[config.mk]
export PLATFORM = sky130hd
export DESIGN_NAME = layer_flat
export DESIGN_NICKNAME = d
export VERILOG_FILES = /design/src/rtl/layer_if.sv /design/src/rtl/layer.sv /design/src/flat_wrapper.sv
export SDC_FILE = /design/constraint.sdc
export NUM_CORES = 2
export LEC_CHECK = 0
export CORE_UTILIZATION = 57
export DETAILED_ROUTE_END_ITERATION = 10
export PLACE_DENSITY_LB_ADDON = 0.2
export SLEW_MARGIN = 5
export SYNTH_ARGS = -nofsm -noshare
export SYNTH_HDL_FRONTEND = slang
export SYNTH_SLANG_ARGS = --single-unit
[constraint.sdc]
create_clock -name clock -period 10.1 [get_ports clock]
set_input_delay 1.515 -clock clock [delete_from_list [all_inputs] [get_ports clock]]
set_output_delay 1.515 -clock clock [all_outputs]
set_load 0.05 [all_outputs]
[src/rtl/layer_if.sv]
// Handshake bundle for one fully connected neural layer: forward argument/result
// streams, backward error/propagate streams, and the train qualifier.
interface layer_if #(
    parameter int N = 2,
    parameter int M = 2,
    parameter int W = 8
);
    logic                      train;
    logic                      argument_valid;
    logic                      argument_ready;
    logic [N-1:0][W-1:0]       argument_data;
    logic                      result_valid;
    logic                      result_ready;
    logic [M-1:0][2*W-1:0]     result_data;
    logic                      error_valid;
    logic                      error_ready;
    logic [M-1:0][2*W-1:0]     error_data;
    logic                      propagate_valid;
    logic                      propagate_ready;
    logic [N-1:0][2*W-1:0]     propagate_data;

    modport master (
        output train,
        output argument_valid, input  argument_ready, output argument_data,
        input  result_valid,   output result_ready,   input  result_data,
        output error_valid,    input  error_ready,    output error_data,
        input  propagate_valid, output propagate_ready, input propagate_data
    );

    modport slave (
        input  train,
        input  argument_valid, output argument_ready, input  argument_data,
        output result_valid,   input  result_ready,   output result_data,
        input  error_valid,    output error_ready,    input  error_data,
        output propagate_valid, input  propagate_ready, output propagate_data
    );
endinterface

[src/rtl/layer.sv]
// Fully connected layer with one shared multiply-accumulate: forward pass,
// back-propagation of error and optional saturating weight/bias training.
module layer #(
    parameter int N      = 2,
    parameter int M      = 2,
    parameter int W      = 8,
    parameter int S      = 2,
    parameter int SEED   = 0,
    parameter int RANDOM = 1
) (
    input logic   clock,
    input logic   reset,
    layer_if.slave bus
);
    localparam int ACC_W = 4 * W + $clog2(N + M) + 2;
    localparam int NW    = (N > 1) ? $clog2(N) : 1;
    localparam int MW    = (M > 1) ? $clog2(M) : 1;
    localparam logic [NW-1:0] N_LAST = NW'(N - 1);
    localparam logic [MW-1:0] M_LAST = MW'(M - 1);

    typedef logic signed [ACC_W-1:0] acc_t;
    typedef enum logic [2:0] {IDLE, FWD, RES, BWD, PRP} state_t;

    localparam acc_t SAT_MAX = (acc_t'(1) <<< (2 * W - 1)) - acc_t'(1);
    localparam acc_t SAT_MIN = -(acc_t'(1) <<< (2 * W - 1));

    function automatic logic [M-1:0][N-1:0][2*W-1:0] init_weights();
        logic [31:0] x;
        logic [M-1:0][N-1:0][2*W-1:0] t;
        x = 32'(SEED) ^ 32'h2545F491;
        t = '0;
        for (int m = 0; m < M; m++) begin
            for (int n = 0; n < N; n++) begin
                x = x ^ (x << 13);
                x = x ^ (x >> 17);
                x = x ^ (x << 5);
                t[m][n] = {{W{x[W-1]}}, x[W-1:0]};
            end
        end
        return t;
    endfunction

    localparam logic [M-1:0][N-1:0][2*W-1:0] W_INIT = (RANDOM != 0) ? init_weights() : '0;

    function automatic logic [2*W-1:0] sat(input acc_t v);
        if (v > SAT_MAX) return SAT_MAX[2*W-1:0];
        if (v < SAT_MIN) return SAT_MIN[2*W-1:0];
        return v[2*W-1:0];
    endfunction

    function automatic acc_t widen(input logic signed [2*W-1:0] v);
        return acc_t'(v);
    endfunction

    state_t state, state_next;
    logic   up, have_arg, train_q, flush;
    logic [MW-1:0] m_cnt;
    logic [NW-1:0] n_cnt;
    acc_t   acc, acc_next, w_ext, a_ext, e_ext;
    logic [2*W-1:0]            w_upd;
    logic [N-1:0][W-1:0]       arg_q;
    logic [M-1:0][2*W-1:0]     err_q, result_q, bias_q;
    logic [N-1:0][2*W-1:0]     propagate_q;
    logic [M-1:0][N-1:0][2*W-1:0] weight_q;

    // NOTE: sequential state uses non-blocking assignments so every flop samples pre-edge values.
    always_ff @(posedge clock or posedge reset) begin
        if (reset) state <= IDLE;
        else       state <= state_next;
    end

    // NOTE: default assignment first so no path through the comb block infers a latch.
    always_comb begin
        state_next = state;
        case (state)
            IDLE: if (bus.argument_valid && bus.argument_ready)  state_next = FWD;
                  else if (bus.error_valid && bus.error_ready)   state_next = BWD;
            FWD:  if (flush)               state_next = RES;
            RES:  if (bus.result_ready)    state_next = IDLE;
            BWD:  if (flush)               state_next = PRP;
            PRP:  if (bus.propagate_ready) state_next = IDLE;
            default:                       state_next = IDLE;
        endcase
    end

    always_comb begin
        bus.argument_ready  = (state == IDLE) && up;
        bus.error_ready     = (state == IDLE) && up && have_arg && !bus.argument_valid;
        bus.result_valid    = (state == RES);
        bus.propagate_valid = (state == PRP);
        bus.result_data     = result_q;
        bus.propagate_data  = propagate_q;
    end

    // Forward walks (m outer, n inner); backward walks (n outer, m inner) so one
    // accumulator builds each propagate term while each weight is read once before update.
    always_comb begin
        w_ext    = widen(weight_q[m_cnt][n_cnt]);
        a_ext    = acc_t'(arg_q[n_cnt]);
        e_ext    = widen(err_q[m_cnt]);
        acc_next = acc + w_ext * ((state == BWD) ? e_ext : a_ext);
        w_upd    = sat(w_ext + ((e_ext * a_ext) >>> (W + S)));
    end

    // NOTE: weights and biases are reset explicitly; they are registers with defined
    // power-on contents, not a RAM.
    always_ff @(posedge clock or posedge reset) begin
        if (reset) begin
            up          <= 1'b0;
            have_arg    <= 1'b0;
            train_q     <= 1'b0;
            flush       <= 1'b0;
            m_cnt       <= '0;
            n_cnt       <= '0;
            acc         <= '0;
            arg_q       <= '0;
            err_q       <= '0;
            result_q    <= '0;
            propagate_q <= '0;
            bias_q      <= '0;
            weight_q    <= W_INIT;
        end else begin
            up <= 1'b1;
            case (state)
                IDLE: begin
                    if (bus.argument_valid && bus.argument_ready) begin
                        arg_q    <= bus.argument_data;
                        have_arg <= 1'b1;
                        m_cnt    <= '0;
                        n_cnt    <= '0;
                        acc      <= widen(bias_q[0]) <<< W;
                    end else if (bus.error_valid && bus.error_ready) begin
                        err_q   <= bus.error_data;
                        train_q <= bus.train;
                        m_cnt   <= '0;
                        n_cnt   <= '0;
                        acc     <= '0;
                    end
                end
                FWD: begin
                    if (flush) begin
                        flush <= 1'b0;
                    end else if (n_cnt == N_LAST) begin
                        result_q[m_cnt] <= sat(acc_next >>> W);
                        n_cnt <= '0;
                        if (m_cnt == M_LAST) begin
                            flush <= 1'b1;
                        end else begin
                            m_cnt <= m_cnt + 1'b1;
                            acc   <= widen(bias_q[m_cnt + 1'b1]) <<< W;
                        end
                    end else begin
                        n_cnt <= n_cnt + 1'b1;
                        acc   <= acc_next;
                    end
                end
                BWD: begin
                    if (flush) begin
                        flush <= 1'b0;
                        if (train_q) begin
                            for (int m = 0; m < M; m++)
                                bias_q[m] <= sat(widen(bias_q[m]) + (widen(err_q[m]) >>> S));
                        end
                    end else begin
                        if (train_q) weight_q[m_cnt][n_cnt] <= w_upd;
                        if (m_cnt == M_LAST) begin
                            propagate_q[n_cnt] <= sat(acc_next >>> W);
                            m_cnt <= '0;
                            acc   <= '0;
                            if (n_cnt == N_LAST) flush <= 1'b1;
                            else                 n_cnt <= n_cnt + 1'b1;
                        end else begin
                            m_cnt <= m_cnt + 1'b1;
                            acc   <= acc_next;
                        end
                    end
                end
                default: ;
            endcase
        end
    end
endmodule

[src/flat_wrapper.sv]
// flat-port wrapper written by rule: the top's interface ports become plain ports
module layer_flat 
#(
    parameter int N      = 2,
    parameter int M      = 2,
    parameter int W      = 8,
    parameter int S      = 2,
    parameter int SEED   = 0,
    parameter int RANDOM = 1
)
  (clock, reset, bus_train, bus_argument_valid, bus_argument_ready, bus_argument_data, bus_result_valid, bus_result_ready, bus_result_data, bus_error_valid, bus_error_ready, bus_error_data, bus_propagate_valid, bus_propagate_ready, bus_propagate_data);
  layer_if #(.N(N), .M(M), .W(W)) bus_i ();
  input logic clock;
  input logic reset;
  input wire logic [$bits(bus_i.train)-1:0] bus_train;
  input wire logic [$bits(bus_i.argument_valid)-1:0] bus_argument_valid;
  output wire logic [$bits(bus_i.argument_ready)-1:0] bus_argument_ready;
  input wire logic [$bits(bus_i.argument_data)-1:0] bus_argument_data;
  output wire logic [$bits(bus_i.result_valid)-1:0] bus_result_valid;
  input wire logic [$bits(bus_i.result_ready)-1:0] bus_result_ready;
  output wire logic [$bits(bus_i.result_data)-1:0] bus_result_data;
  input wire logic [$bits(bus_i.error_valid)-1:0] bus_error_valid;
  output wire logic [$bits(bus_i.error_ready)-1:0] bus_error_ready;
  input wire logic [$bits(bus_i.error_data)-1:0] bus_error_data;
  output wire logic [$bits(bus_i.propagate_valid)-1:0] bus_propagate_valid;
  input wire logic [$bits(bus_i.propagate_ready)-1:0] bus_propagate_ready;
  output wire logic [$bits(bus_i.propagate_data)-1:0] bus_propagate_data;
  assign bus_i.train = bus_train;
  assign bus_i.argument_valid = bus_argument_valid;
  assign bus_argument_ready = bus_i.argument_ready;
  assign bus_i.argument_data = bus_argument_data;
  assign bus_result_valid = bus_i.result_valid;
  assign bus_i.result_ready = bus_result_ready;
  assign bus_result_data = bus_i.result_data;
  assign bus_i.error_valid = bus_error_valid;
  assign bus_error_ready = bus_i.error_ready;
  assign bus_i.error_data = bus_error_data;
  assign bus_propagate_valid = bus_i.propagate_valid;
  assign bus_i.propagate_ready = bus_propagate_ready;
  assign bus_propagate_data = bus_i.propagate_data;
  layer #(.N(N), .M(M), .W(W), .S(S), .SEED(SEED), .RANDOM(RANDOM)) u_core (.clock(clock), .reset(reset), .bus(bus_i));
endmodule
==> summary.log <==
[job] maximum capacitance violations 0
[yosys] post-synthesis cell area 0.0295 sq mm
[timing] final hold violations 0
[clock_tree] total setup buffers inserted after CTS 0
[finish] count of nets after finishing 3903
[finish] core occupancy in the finished layout 64.3%
[yosys] number of distinct standard cells referenced by the synthesized netlist 86
[yosys] Synth top area share 28.4%
[placement] half-perimeter wire length after detailed placement 68500 um
[global_routing] vias in the first global route 24416
[finish] diodes inserted 0
[yosys] library cell occupying the most area in the post-synthesis netlist sky130_fd_sc_hd__fa_1
[worst_setup_path] worst setup path category reg2reg
[clock_tree] root buffer selected by CTS sky130_fd_sc_hd__clkbuf_16
[global_routing] GRT Residual Overflow 0
[clock_tree] CTS Buf Count 29
[timing] time the worst path needs with I/O delays and setup 9630 ps
[global_routing] global-route wire length before repair 134000 um
[floorplanning] placeable core area 0.0506 sq mm
[global_routing] global router's overall resource usage 32.9%
[timing] count of pins over their slew limit 0
[yosys] sequential fraction of the synthesis area 21.6%
[floorplanning] count of standard-cell rows 82
[timing] Max Clock Skew 21.6 ps
[timing] Slew Limit Headroom 14.1%
[global_routing] maximum number of pins on one net before global-route repair 115
[clock_tree] worst skew pair latency 590 ps
[timing] Slew @ Worst Pin 1280 ps
[routing] vias post-DR 23103
[timing] FMAX 104 MHz
[floorplanning] die outline area 0.0526 sq mm
[yosys] gate count after technology mapping 3117
[yosys] asr flop ratio synth 100%
[routing] post-route ant nets 0
[finish] share of layout cells above drive strength 1 9.73%
[clock_tree] CTS Hold Buffers Added 0
[yosys] #FFs+latches synth 253
[floorplanning] die extent in y 229 um
[timing] Final Cycle Share 95.4%
[placement] I/O Buffers 122
[global_routing] number of antenna violations at the first check in global routing 0
[finish] Layout Area Growth over Synthesis 10.3%
[routing] average wire length per cell after detail routing 21.6 um
[worst_hold_path] worst hold path type reg2reg
[routing] initial DRC count 1672
[worst_setup_path] critical path arrival 10080 ps
[placement] placer congestion estimate 0.997
[worst_setup_path] startpoint types flop
[yosys] yosys synthesis warning count 0
[timing] RSZ-0062 raised after global routing no
[timing] final number of setup-violating endpoints 0
[floorplanning] Initial Util 58.3%
[routing] Via density 5.89
[worst_setup_path] required time worst endpoint 10550 ps
[yosys] cells taking the most area after synthesis sky130_fd_sc_hd__fa_1, sky130_fd_sc_hd__dfrtp_1, sky130_fd_sc_hd__ha_1
[routing] aggregate routed wire length 84700 um
[clock_tree] sinks on the clock net 253
[yosys] mean instance size in the synthesized netlist 9.46 sq um
[clock_tree] CTS HTree Levels 1
[yosys] prevailing post-synth register cell sky130_fd_sc_hd__dfrtp_1
[floorplanning] I/O pin cnt 123
[clock_tree] worst-case clock buffer depth 3
[routing] final routed DRC violation total 0
[outcome] result of the run complete, no violations
[clock_tree] clock-pin slew reported for the worst setup and hold paths after clock tree synthesis 60 ps
[timing] Sum Neg Setup Slack 0 ps
[clock_tree] TritonCTS clock tree yes
[yosys] number of enable flip-flop cells after synthesis 0
[yosys] net count of the mapped netlist 3791
[floorplanning] Chip Width 229 um
[worst_setup_path] worst-path fanout max 26
[routing] drt pass-1 iters 7
[worst_setup_path] endpoint kind of the worst setup timing path flop
-- placed cells by master, fill, tap and decap left out, types with 12 or more instances in the layout --
cell,instances
sky130_fd_sc_hd__or2_2,12
sky130_fd_sc_hd__nand2_1,361
sky130_fd_sc_hd__dfrtp_1,219
sky130_fd_sc_hd__nor2b_1,14
sky130_fd_sc_hd__a21oi_1,127
sky130_fd_sc_hd__o211ai_1,12
sky130_fd_sc_hd__o21ai_1,18
sky130_fd_sc_hd__and3_1,18
sky130_fd_sc_hd__nor3_1,16
sky130_fd_sc_hd__dfstp_2,32
sky130_fd_sc_hd__nand3_1,21
sky130_fd_sc_hd__nor2_1,314
sky130_fd_sc_hd__buf_4,61
sky130_fd_sc_hd__a21o_1,46
sky130_fd_sc_hd__xnor2_1,66
sky130_fd_sc_hd__mux2_2,120
sky130_fd_sc_hd__o31ai_1,42
sky130_fd_sc_hd__and2_1,21
sky130_fd_sc_hd__o21ai_0,70
sky130_fd_sc_hd__mux2i_1,42
sky130_fd_sc_hd__inv_1,554
sky130_fd_sc_hd__o21a_1,13
sky130_fd_sc_hd__o22ai_1,13
sky130_fd_sc_hd__o22a_1,13
sky130_fd_sc_hd__clkdlybuf4s50_1,122
sky130_fd_sc_hd__o21bai_1,18
sky130_fd_sc_hd__a31oi_1,17
sky130_fd_sc_hd__ha_1,201
sky130_fd_sc_hd__fa_1,418
sky130_fd_sc_hd__xor2_1,25
sky130_fd_sc_hd__clkbuf_16,29
-- synthesized netlist by cell type (all sizes together), types with 19 or more instances --
cell / instances
a21o: 46
xnor2: 67
o31ai: 42
nand2: 362
a21oi: 138
fa: 418
nand3: 21
clkbuf: 83
xor2: 25
o21ai: 88
and2: 21
ha: 201
inv: 555
dfrtp: 221
buf: 19
nor2: 314
dfstp: 32
mux2i: 42
mux2: 121
-- stage by stage --
step,setup slack (ps),instances,instance area [sq um],hold slack [ps]
4_1_cts,567,3920,32500,475
6_report,466,3920,32500,469
2_1_floorplan,713,3117,29500,426
3_5_place_dp,618,3870,31600,452
5_1_grt,21.7,3920,32500,497
3_3_place_gp,843,3870,31600,448
-- worst paths after layout --
path	cells past startpoint	from	slack, ps	endpoint
max in group asynchronous	3	reset	7060	u_core.m_cnt$_DFFE_PP0P_
worst min register to register	1	u_core.have_arg$_DFFE_PP0P_	470	u_core.have_arg$_DFFE_PP0P_
worst max register to register	25	u_core.m_cnt$_DFFE_PP0P_	470	u_core.bus.result_data[22]$_DFFE_PP0P_
worst max-delay path	25	u_core.m_cnt$_DFFE_PP0P_	470	u_core.bus.result_data[22]$_DFFE_PP0P_
worst min-delay path	1	u_core.have_arg$_DFFE_PP0P_	470	u_core.have_arg$_DFFE_PP0P_
min in group asynchronous	2	reset	1470	u_core.bus.propagate_data[15]$_DFFE_PP0P_
-- routing by layer --
metal  track usage [%]  routed length (um)
met5                 0                   0
met4              11.4                3130
met3              6.40                6640
met2              53.1               39900
met1              44.3               35100
-- cells by family after synthesis --
family | synth area share [%]
other | 0.0127
XOR/XNOR | 2.73
multiplexers | 6.51
flip-flops | 21.6
buffers and inverters | 8.50
adder cells (fa/ha/maj) | 37.3
AO/OA/AOI/OAI | 11.6
AND/OR/NAND/NOR | 11.8
-- sequential cells by signal (all words and copies together) (netlist names) --
signal	count
u_core.weight_q	64
u_core.bias_q	32
u_core.bus.propagate_data	32
u_core.acc	36
u_core.flush	1
u_core.n_cnt	1
u_core.err_q	32
u_core.arg_q	16
u_core.have_arg	1
u_core.m_cnt	1
u_core.train_q	1
u_core.up	1
u_core.bus.result_data	32
u_core.state	3
-- final cells by class --
| type | instances | area (sq um) |
|---|---|---|
| multi-input combinational | 2204 | 20600 |
| clock buffer | 41 | 821 |
| clock inverter | 9 | 77.6 |
| timing repair buffer | 183 | 1680 |
| tap | 672 | 841 |
| fill | 4156 | 18100 |
| sequential | 253 | 6380 |
| inverter | 558 | 2100 |
-- worst max-delay path: stages (launching register included) --
cell,delay [ps]
sky130_fd_sc_hd__dfrtp_4,710
sky130_fd_sc_hd__buf_4,410
sky130_fd_sc_hd__mux2i_1,300
sky130_fd_sc_hd__nor2_1,760
sky130_fd_sc_hd__nand2_1,190
sky130_fd_sc_hd__fa_1,600
sky130_fd_sc_hd__inv_1,50
sky130_fd_sc_hd__fa_1,460
sky130_fd_sc_hd__fa_1,580
sky130_fd_sc_hd__fa_1,530
sky130_fd_sc_hd__fa_1,540
sky130_fd_sc_hd__inv_1,50
sky130_fd_sc_hd__fa_1,530
sky130_fd_sc_hd__inv_1,50
sky130_fd_sc_hd__ha_1,370
sky130_fd_sc_hd__a21oi_1,290
sky130_fd_sc_hd__o21ai_0,210
sky130_fd_sc_hd__a2111oi_2,490
sky130_fd_sc_hd__a21oi_1,230
sky130_fd_sc_hd__nor4b_2,370
sky130_fd_sc_hd__o32ai_1,150
sky130_fd_sc_hd__a2111oi_0,480
sky130_fd_sc_hd__nand4_1,170
sky130_fd_sc_hd__buf_4,290
sky130_fd_sc_hd__a21oi_1,470
sky130_fd_sc_hd__o22ai_1,180
-- timing repair --
action / CTS / global route
resized for setup: 0 / 1
hold endpoints to repair: 0 / 0
setup endpoints to repair: 0 / 1
Power is not shown: default switching activity piles up to over one toggle a cycle in this logic, so the estimate is an artifact.
